$ cat config.mk
export PLATFORM = sky130hd
export DESIGN_NAME = i2s_ws_frame_gen
export DESIGN_NICKNAME = d
export VERILOG_FILES = /design/src/rtl/i2s_ws_frame_gen.sv
export SDC_FILE = /design/constraint.sdc
export NUM_CORES = 1
export LEC_CHECK = 0
export CAP_MARGIN = 5
export CORE_ASPECT_RATIO = 0.75
export CORE_UTILIZATION = 58
export CTS_BUF_LIST = sky130_fd_sc_hd__clkbuf_16
export DETAILED_ROUTE_END_ITERATION = 6
export PLACE_DENSITY = 0.85
export SLEW_MARGIN = 10
export SYNTH_ARGS = -nofsm -noshare
export SYNTH_HDL_FRONTEND = slang
export SYNTH_SLANG_ARGS = --single-unit
export TNS_END_PERCENT = 20
$ cat constraint.sdc
create_clock -name sck_i -period 5 [get_ports sck_i]
set_input_delay 0.5 -clock sck_i [delete_from_list [all_inputs] [get_ports sck_i]]
set_output_delay 0.5 -clock sck_i [all_outputs]
set_load 0.03 [all_outputs]
$ cat src/rtl/i2s_ws_frame_gen.sv
// Word-select / frame-sync generator for the I2S master: DSP short, DSP long, I2S and left-justified.
// Exports slot and bit position so the shifters follow the frame without their own counters.
module i2s_ws_frame_gen #(
    parameter int unsigned CNT_W   = 16,
    parameter int unsigned BITS_W  = 5,
    parameter int unsigned SLOTS_W = 3
) (
    input  logic               sck_i,
    input  logic               rstn_i,
    input  logic               cfg_en_i,
    input  logic [1:0]         cfg_mode_i,
    input  logic [BITS_W-1:0]  cfg_num_bits_i,
    input  logic [SLOTS_W-1:0] cfg_num_slots_i,
    input  logic [CNT_W-1:0]   cfg_setup_i,
    input  logic [BITS_W-1:0]  cfg_pulse_len_i,
    input  logic               cfg_ws_pol_i,
    output logic               ws_o,
    output logic               frame_start_o,
    output logic [SLOTS_W-1:0] slot_o,
    output logic [BITS_W-1:0]  bit_o,
    output logic               busy_o
);

    localparam logic [1:0] ST_IDLE  = 2'd0;
    localparam logic [1:0] ST_SETUP = 2'd1;
    localparam logic [1:0] ST_RUN   = 2'd2;

    localparam logic [1:0] MODE_DSP_SHORT = 2'd0;
    localparam logic [1:0] MODE_DSP_LONG  = 2'd1;
    localparam logic [1:0] MODE_I2S       = 2'd2;
    localparam logic [1:0] MODE_LJ        = 2'd3;

    logic [1:0]         state_q, state_d;
    logic [CNT_W-1:0]   setup_cnt_q, setup_cnt_d;
    logic [BITS_W-1:0]  bit_q, bit_d;
    logic [SLOTS_W-1:0] slot_q, slot_d;

    // Frame-shadowed configuration
    logic [1:0]         mode_q, mode_d;
    logic [BITS_W-1:0]  nbits_q, nbits_d;
    logic [SLOTS_W-1:0] nslots_q, nslots_d;
    logic [BITS_W-1:0]  plen_q, plen_d;
    logic               pol_q, pol_d;

    logic               ws_q, ws_d;
    logic               frame_start_q, frame_start_d;
    logic [SLOTS_W-1:0] slot_out_q, slot_out_d;
    logic [BITS_W-1:0]  bit_out_q, bit_out_d;
    logic               busy_q, busy_d;

    logic               bit_last_c;
    logic               slot_last_c;
    logic               latch_cfg_c;
    logic [SLOTS_W-1:0] next_slot_c;
    logic               ws_active_c;

    // Next-state, counters and shadow configuration
    always_comb begin
        state_d     = state_q;
        setup_cnt_d = setup_cnt_q;
        bit_d       = bit_q;
        slot_d      = slot_q;
        mode_d      = mode_q;
        nbits_d     = nbits_q;
        nslots_d    = nslots_q;
        plen_d      = plen_q;
        pol_d       = pol_q;
        latch_cfg_c = 1'b0;
        bit_last_c  = (bit_q == nbits_q);
        slot_last_c = (slot_q == nslots_q);

        case (state_q)
            ST_IDLE: begin
                bit_d  = '0;
                slot_d = '0;
                if (cfg_en_i) begin
                    setup_cnt_d = cfg_setup_i;
                    if (cfg_setup_i != '0) begin
                        state_d = ST_SETUP;
                    end else begin
                        state_d     = ST_RUN;
                        latch_cfg_c = 1'b1;
                    end
                end
            end
            ST_SETUP: begin
                if (setup_cnt_q <= CNT_W'(1)) begin
                    state_d     = ST_RUN;
                    setup_cnt_d = '0;
                    latch_cfg_c = 1'b1;
                end else begin
                    setup_cnt_d = setup_cnt_q - CNT_W'(1);
                end
            end
            ST_RUN: begin
                if (bit_last_c) begin
                    bit_d = '0;
                    if (slot_last_c) begin
                        slot_d      = '0;
                        latch_cfg_c = 1'b1;
                    end else begin
                        slot_d = slot_q + SLOTS_W'(1);
                    end
                end else begin
                    bit_d = bit_q + BITS_W'(1);
                end
            end
            default: begin
                state_d = ST_IDLE;
            end
        endcase

        if (!cfg_en_i) begin
            state_d     = ST_IDLE;
            setup_cnt_d = '0;
            bit_d       = '0;
            slot_d      = '0;
            latch_cfg_c = 1'b0;
        end

        if (latch_cfg_c) begin
            mode_d   = cfg_mode_i;
            nbits_d  = cfg_num_bits_i;
            nslots_d = cfg_num_slots_i;
            plen_d   = cfg_pulse_len_i;
            pol_d    = cfg_ws_pol_i;
        end
    end

    // Output stage: decodes the current counter position into WS and the exported position
    always_comb begin
        ws_d          = cfg_ws_pol_i;
        frame_start_d = 1'b0;
        slot_out_d    = '0;
        bit_out_d     = '0;
        busy_d        = 1'b0;
        ws_active_c   = 1'b0;
        next_slot_c   = slot_q;

        // I2S leads by one bit, so it looks at the slot of the following bit position
        if (bit_last_c) begin
            next_slot_c = slot_last_c ? '0 : slot_q + SLOTS_W'(1);
        end

        case (mode_q)
            MODE_DSP_SHORT: ws_active_c = (slot_q == '0) && (bit_q == '0);
            MODE_DSP_LONG:  ws_active_c = (slot_q == '0) && (bit_q <= plen_q);
            MODE_I2S:       ws_active_c = next_slot_c[0];
            MODE_LJ:        ws_active_c = ~slot_q[0];
            default:        ws_active_c = 1'b0;
        endcase

        if (cfg_en_i) begin
            case (state_q)
                ST_SETUP: begin
                    busy_d = 1'b1;
                end
                ST_RUN: begin
                    busy_d        = 1'b1;
                    ws_d          = ws_active_c ^ pol_q;
                    frame_start_d = (slot_q == '0) && (bit_q == '0);
                    slot_out_d    = slot_q;
                    bit_out_d     = bit_q;
                end
                default: begin
                    busy_d = 1'b0;
                end
            endcase
        end
    end

    always_ff @(posedge sck_i) begin
        if (!rstn_i) begin
            state_q       <= ST_IDLE;
            setup_cnt_q   <= '0;
            bit_q         <= '0;
            slot_q        <= '0;
            mode_q        <= '0;
            nbits_q       <= '0;
            nslots_q      <= '0;
            plen_q        <= '0;
            pol_q         <= 1'b0;
            ws_q          <= 1'b0;
            frame_start_q <= 1'b0;
            slot_out_q    <= '0;
            bit_out_q     <= '0;
            busy_q        <= 1'b0;
        end else begin
            state_q       <= state_d;
            setup_cnt_q   <= setup_cnt_d;
            bit_q         <= bit_d;
            slot_q        <= slot_d;
            mode_q        <= mode_d;
            nbits_q       <= nbits_d;
            nslots_q      <= nslots_d;
            plen_q        <= plen_d;
            pol_q         <= pol_d;
            ws_q          <= ws_d;
            frame_start_q <= frame_start_d;
            slot_out_q    <= slot_out_d;
            bit_out_q     <= bit_out_d;
            busy_q        <= busy_d;
        end
    end

    assign ws_o          = ws_q;
    assign frame_start_o = frame_start_q;
    assign slot_o        = slot_out_q;
    assign bit_o         = bit_out_q;
    assign busy_o        = busy_q;

endmodule

==> results.py, run 1 <==
metrics = {
    "logic_synthesis": {
        "biggest_area_contributors_in_the_synthesized_netlist": "sky130_fd_sc_hd__dfxtp_1 (35%), sky130_fd_sc_hd__mux2i_1 (9.3%), sky130_fd_sc_hd__ha_1 (6.2%), sky130_fd_sc_hd__nand2_1 (5.9%), sky130_fd_sc_hd__nor2_1 (3.9%)",
        "yosysTopAreaCellShare_pct": 35.2,
        "postSynth.topFlopCell": "sky130_fd_sc_hd__dfxtp_1",
        "syn-mean-instance-area_um2": 8.42,
        "count_of_flip_flops_with_a_built_in_enable_after_synthesis": 0,
        "netlist_area_um2": 3010,
        "synth_cells": 358,
        "yosys.cell_types.count": 54,
        "ys_ff_latch": 53,
        "synth-warning-count": 0,
        "proportion_of_synthesized_chip_area_in_sequential_cells_pct": 35.2,
        "synthDominantAreaCellType": "sky130_fd_sc_hd__dfxtp_1",
        "syn-num-nets": 408,
        "ys_async_sr_fraction_pct": 0,
    },
    "worst_setup_path": {
        "critical_path_peak_fanout": 16,
        "critical_path_arrival_ps": 2910,
        "critPathSlowestCell": "sky130_fd_sc_hd__nor4_2",
        "critPathRequiredTime_ps": 5220,
        "critical_path_class": "flip-flop to flip-flop",
        "cp_cell_sequence": "nor4_2 > nor3b_4 > a32oi_1 > a21oi_4 > mux2i_1",
        "critPathLaunchType": "flip-flop",
        "setup.worst_path.end_class": "flip-flop",
        "critical-path-max-stage-delay_ps": 780,
    },
    "timing": {
        "grt_setup_unrepaired": "false",
        "timing.final.ws_setup_ps": 2310,
        "final_worst_hold_slack_ps": 471,
        "tightestPinTransition_ps": 1180,
        "fin_setup_tns_ps": 0,
        "min_period_over_period_pct": 53.9,
        "max_freq_mhz": 371,
        "finalCriticalPeriod_ps": 2690,
        "final_hold_viol_count": 0,
        "relSlewSlack_pct": 20.5,
        "report.final.setup_viol": 0,
        "drv_slew": 0,
        "fin_skew_ps": 7.54,
    },
    "routing": {
        "drt_pre_antenna_iters": 5,
        "drt_drc_violations_left": 0,
        "detail-route-antenna-nets": 0,
        "detail_route.iter0.violations": 292,
        "route.detailed.wl_per_inst_um": 15.3,
        "routed-via-count": 2694,
        "viasPerCell": 5.93,
        "drt-total-wl_um": 6920,
    },
    "clock_tree": {
        "cts.repair.resized": 0,
        "clock_sink_count": 53,
        "cts_made_buffers": 5,
        "post_cts_buffers": 0,
        "clockRootBuffer": "sky130_fd_sc_hd__clkbuf_16",
        "clock_path_buffers": 2,
        "cts_tree": "yes",
        "insertion_delay_ps": 300,
        "htree_num_levels": 2,
        "worst_setup_hold_path_clk_slew_ps": 70,
        "cts.hold.buffers_added": 0,
    },
    "floorplanning": {
        "start_util_pct": 60.8,
        "die_width_um": 85.2,
        "design.portCount": 46,
        "core_area_um2": 4950,
        "die_area_um2": 5490,
        "placement_rows": 22,
        "die_y_um": 64.4,
    },
    "power": {
        "power.density_nw_per_um2": 297,
        "vdd_ir_drop_max_uv": 174,
        "total_power_mw": 1.08,
        "power.leakage_nw": 1.44,
    },
    "layout": {
        "final_cell_mix": "sky130_fd_sc_hd__dfxtp_1 (53), sky130_fd_sc_hd__nand2_1 (47), sky130_fd_sc_hd__clkdlybuf4s50_1 (45)",
        "drive_above_1_share_pct": 4.82,
        "finish.net_count": 443,
        "area.growth.synth_to_final_pct": 20.6,
        "mostFrequentLayoutCell": "sky130_fd_sc_hd__dfxtp_1",
        "antenna_cells_inserted": 0,
    },
    "grt": {
        "grt-ovfl-total": 0,
        "antenna_found_initial": 0,
        "track_usage_pct": 27.6,
        "first_global_vias": 2437,
        "first_pass_grt_wire_length_um": 11800,
        "grt_start_max_net_pins": 38,
    },
    "place": {
        "port_buffers": 45,
        "hpwl_after_detailed_placement_um": 4870,
        "globalplace.congestion": 0.854,
        "place_worst_setup_slack_ps": 2270,
    },
    "run_status": {
        "run_status": "completed",
    },
    "flow_run": {
        "cap_viol_max_count": 0,
    },
    "worst_hold_path": {
        "hold_class": "flip-flop to flip-flop",
    },
}
[power by group]
group          leakage, nW  switching [mW]  internal (mW)
logic                0.930           0.125          0.108
registers            0.430          0.0194          0.438
clock network       0.0775           0.154          0.234
total                 1.44           0.298          0.781
[per-stage QoR]
| step | util (%) | instances | instance area [µm²] |
|---|---|---|---|
| 5_1_grt | 73.3 | 454 | 3630 |
| 3_5_place_dp | 70.0 | 446 | 3470 |
| 3_3_place_gp | 70.0 | 446 | 3470 |
| 6_report | 73.3 | 454 | 3630 |
| 2_1_floorplan | - | 358 | 3010 |
| 4_1_cts | 73.3 | 454 | 3630 |
[cell usage after synthesis, types with 5 or more instances]
| cell | count |
|---|---|
| sky130_fd_sc_hd__nor3_1 | 9 |
| sky130_fd_sc_hd__dfxtp_1 | 53 |
| sky130_fd_sc_hd__nor2_1 | 31 |
| sky130_fd_sc_hd__nand2_1 | 47 |
| sky130_fd_sc_hd__and3_1 | 5 |
| sky130_fd_sc_hd__ha_1 | 15 |
| sky130_fd_sc_hd__and2_1 | 9 |
| sky130_fd_sc_hd__clkbuf_1 | 14 |
| sky130_fd_sc_hd__inv_1 | 20 |
| sky130_fd_sc_hd__o21ai_0 | 9 |
| sky130_fd_sc_hd__xnor2_1 | 10 |
| sky130_fd_sc_hd__a21oi_1 | 21 |
| sky130_fd_sc_hd__xor2_1 | 5 |
| sky130_fd_sc_hd__nor4_1 | 7 |
| sky130_fd_sc_hd__mux2i_1 | 28 |
[registers in the layout (all words and copies together) (netlist names)]
| name | flops |
|---|---|
| bit_q | 5 |
| busy_o | 1 |
| nslots_q | 3 |
| bit_o | 5 |
| nbits_q | 5 |
| pol_q | 1 |
| state_q | 2 |
| setup_cnt_q | 16 |
| ws_o | 1 |
| slot_o | 3 |
| slot_q | 3 |
| frame_start_o | 1 |
| plen_q | 5 |
| mode_q | 2 |
[routing by layer]
layer  GRT usage (%)  part of all wire [%]  up-vias
met3            6.62                   7.1       12
met1            40.2                    50     1259
li1                -                     -     1327
met5               0                     0        -
met2            40.0                    42       96
met4            9.11                   1.3        0
[layout make-up]
type,instances,area (µm²)
Tap cell,60,75.1
Sequential cell,53,1060
Inverter,20,75.1
Timing Repair Buffer,46,458
Clock buffer,5,125
Multi-Input combinational cell,267,1800
Fill cell,381,1320
Clock inverter,3,41.3
[worst max-delay path: cells and delay by family, from the launching register on]
family             cells  cell delay (ps)
muxes                  1              270
and+or+nand+nor        2             1160
AOI/OAI and AO/OA      2              810
DFF                    1              370
[path summary, 6_finish.rpt]
path / startpoint / to / slack, ps / cells after the start
hold reg to reg: plen_q[3]$_SDFFE_PN0P_ / plen_q[3]$_SDFFE_PN0P_ / 470 / 2
hold / removal: plen_q[3]$_SDFFE_PN0P_ / plen_q[3]$_SDFFE_PN0P_ / 470 / 2
setup reg to reg: setup_cnt_q[2]$_SDFFE_PN0P_ / nslots_q[0]$_SDFFE_PN0P_ / 2310 / 5
setup / recovery: setup_cnt_q[2]$_SDFFE_PN0P_ / nslots_q[0]$_SDFFE_PN0P_ / 2310 / 5
[cells by family after synthesis]
group                    after synthesis  share of synthesized area (%)
adder cells (fa/ha/maj)               15                           6.23
multiplexers                          29                           9.68
flip-flops                            53                           35.2
AO/OA/AOI/OAI                         64                           14.3
buffers and inverters                 38                           5.11
XOR/XNOR                              15                           4.36
AND/OR/NAND/NOR                      144                           25.1
No activity file was read; power rests on OpenSTA's default activity.
==> run 2, diff against run 1 <==
--- a/config.mk
+++ b/config.mk
@@ -7,10 +7,10 @@
 export LEC_CHECK = 0
 export CAP_MARGIN = 5
 export CORE_ASPECT_RATIO = 0.75
-export CORE_UTILIZATION = 58
+export CORE_UTILIZATION = 49
 export CTS_BUF_LIST = sky130_fd_sc_hd__clkbuf_16
 export DETAILED_ROUTE_END_ITERATION = 6
-export PLACE_DENSITY = 0.85
+export PLACE_DENSITY = 0.76
 export SLEW_MARGIN = 10
 export SYNTH_ARGS = -nofsm -noshare
 export SYNTH_HDL_FRONTEND = slang
==> constraint.sdc (replaced) <==
create_clock -name sck_i -period 2.2 [get_ports sck_i]
set_input_delay 0.22 -clock sck_i [delete_from_list [all_inputs] [get_ports sck_i]]
set_output_delay 0.22 -clock sck_i [all_outputs]
set_load 0.03 [all_outputs]
==> results.py, run 2 (same netlist as run 1, synthesis figures left out) <==
metrics = {
    "run_status": {
        "run_status": "completed",
    },
    "clock_tree": {
        "insertion_delay_ps": 290,
        "post_cts_buffers": 0,
        "cts_tree": "yes",
        "cts.hold.buffers_added": 0,
        "clockRootBuffer": "sky130_fd_sc_hd__clkbuf_16",
        "worst_setup_hold_path_clk_slew_ps": 70,
        "cts.repair.resized": 0,
        "clock_path_buffers": 2,
        "cts_made_buffers": 5,
        "clock_sink_count": 53,
        "htree_num_levels": 2,
    },
    "timing": {
        "fin_setup_tns_ps": 0,
        "drv_slew": 0,
        "timing.final.ws_setup_ps": 132,
        "tightestPinTransition_ps": 595,
        "report.final.setup_viol": 0,
        "final_hold_viol_count": 0,
        "fin_skew_ps": 7.61,
        "relSlewSlack_pct": 59.8,
        "min_period_over_period_pct": 94.0,
        "final_worst_hold_slack_ps": 463,
        "max_freq_mhz": 483,
        "finalCriticalPeriod_ps": 2070,
        "grt_setup_unrepaired": "false",
    },
    "routing": {
        "drt_drc_violations_left": 0,
        "route.detailed.wl_per_inst_um": 14.5,
        "detail-route-antenna-nets": 0,
        "drt_pre_antenna_iters": 5,
        "detail_route.iter0.violations": 191,
        "drt-total-wl_um": 7090,
        "routed-via-count": 2703,
        "viasPerCell": 5.54,
    },
    "worst_hold_path": {
        "min_delay_worst_endpoint": "plen_q[4]$_SDFFE_PN0P_",
        "hold_class": "flip-flop to flip-flop",
        "whs_path_depth": 2,
        "holdCritStartpoint": "plen_q[4]$_SDFFE_PN0P_",
    },
    "layout": {
        "antenna_cells_inserted": 0,
        "area.growth.synth_to_final_pct": 26.2,
        "mostFrequentLayoutCell": "sky130_fd_sc_hd__dfxtp_1",
        "max_flop_register": "setup_cnt_q",
        "finish.net_count": 459,
        "drive_above_1_share_pct": 9.02,
        "largest_register_ff_count": 16,
        "final_cell_mix": "sky130_fd_sc_hd__dfxtp_1 (53), sky130_fd_sc_hd__nand2_1 (47), sky130_fd_sc_hd__clkdlybuf4s50_1 (45)",
        "post-route-cell-area_um2": 3800,
    },
    "worst_setup_path": {
        "critical_path_class": "flip-flop to flip-flop",
        "r2r_end": "nslots_q[2]$_SDFFE_PN0P_",
        "critPathSlowestCell": "sky130_fd_sc_hd__dfxtp_1",
        "cp_cell_sequence": "inv_1 > ha_1 > nor2_1 > nor4_4 > a32oi_2 > a21oi_4 > buf_12 > mux2i_1",
        "timing.rr.start": "setup_cnt_q[0]$_SDFFE_PN0P_",
        "critical_path.startpoint": "setup_cnt_q[0]$_SDFFE_PN0P_",
        "ff2ff_setup_slack_ps": 130,
        "critPathRequiredTime_ps": 2400,
        "critical_path_arrival_ps": 2270,
        "critPathLaunchType": "flip-flop",
        "critical-path-max-stage-delay_ps": 370,
        "critPathBufInv": 2,
        "critical_path_peak_fanout": 16,
        "setup.worst_path.end_class": "flip-flop",
        "worst_path_dominant_cell_family": "simple AND/OR/NAND/NOR gates",
        "depth_of_the_worst_register_to_register_path": 8,
        "worst-path-stages": 8,
    },
    "power": {
        "internal_power_mw": 1.80,
        "power.share.switching_pct": 27.8,
        "power.leakage_nw": 1.53,
        "comb_pwr_share_pct": 22.5,
        "clock_power_share_pct": 35.7,
        "vdd_ir_drop_max_uv": 418,
        "total_power_mw": 2.49,
        "total_switching_power_uw": 691,
        "proportion_of_power_drawn_by_flip_flops_and_latches_pct": 41.8,
        "power.density_nw_per_um2": 654,
    },
    "place": {
        "dpl-instance-area_um2": 3620,
        "port_buffers": 45,
        "place_worst_setup_slack_ps": -5.29,
        "globalplace.congestion": 0.810,
        "hpwl_after_detailed_placement_um": 5280,
    },
    "grt": {
        "grt-ovfl-total": 0,
        "track_usage_pct": 23.1,
        "antenna_found_initial": 0,
        "first_pass_grt_wire_length_um": 11800,
        "grt_start_max_net_pins": 20,
        "first_global_vias": 2447,
    },
    "floorplanning": {
        "placement_rows": 24,
        "core_area_um2": 5890,
        "die_y_um": 69.9,
        "start_util_pct": 51.2,
        "design.portCount": 46,
        "die_area_um2": 6470,
        "die_width_um": 92.5,
    },
    "flow_run": {
        "cap_viol_max_count": 0,
    },
}
==> run 2: tightest hold or removal path: stages (launching register included) <==
cell and delay, ps:
sky130_fd_sc_hd__dfxtp_1 310, sky130_fd_sc_hd__nand2_1 50, sky130_fd_sc_hd__mux2i_1 50
==> run 2: how the worst max path moves through the flow <==
| stage | end | slack (ps) |
|---|---|---|
| finish | nslots_q[2]$_SDFFE_PN0P_ | 130 |
| global route | ws_o$_SDFF_PN0_ | 40 |
| CTS | nslots_q[2]$_SDFFE_PN0P_ | 70 |
| detailed placement | nslots_q[2]$_SDFFE_PN0P_ | -5 |
| global placement | plen_q[1]$_SDFFE_PN0P_ | 40 |
| floorplan | mode_q[0]$_SDFFE_PN0P_ | 140 |
==> run 2: per-layer routing <==
metal | vias up | wire length [µm] | GRT usage [%]
li1 | 1361 | - | -
met1 | 1248 | 3670 | 34.0
met2 | 86 | 2980 | 34.8
met3 | 8 | 360 | 3.92
met4 | 0 | 72 | 6.08
met5 | - | 0 | 0
==> run 2: power by group through the flow <==
stage	Combinational, mW	Clock, mW	Sequential, mW
CTS	0.550	0.894	1.04
finish	0.560	0.888	1.04
floorplan	0.375	0	1.05
global route	0.613	0.930	1.04
detailed placement	0.547	0	1.06
global placement	0.535	0	1.06
==> run 2: layout make-up <==
cell class / count / area, µm²
inverters: 20 / 75.1
well taps: 78 / 97.6
flip-flops and latches: 53 / 1060
fillers: 502 / 2080
repair buffers: 62 / 591
clock inverters: 3 / 42.5
clock buffers: 5 / 125
multi-input cells: 267 / 1810
==> run 2: per-stage QoR <==
stage | util (%) | instances
after floorplan | - | 358
after global placement | 61.5 | 480
after detailed placement | 61.5 | 480
after CTS | 64.4 | 488
after global routing | 64.6 | 488
final | 64.6 | 488
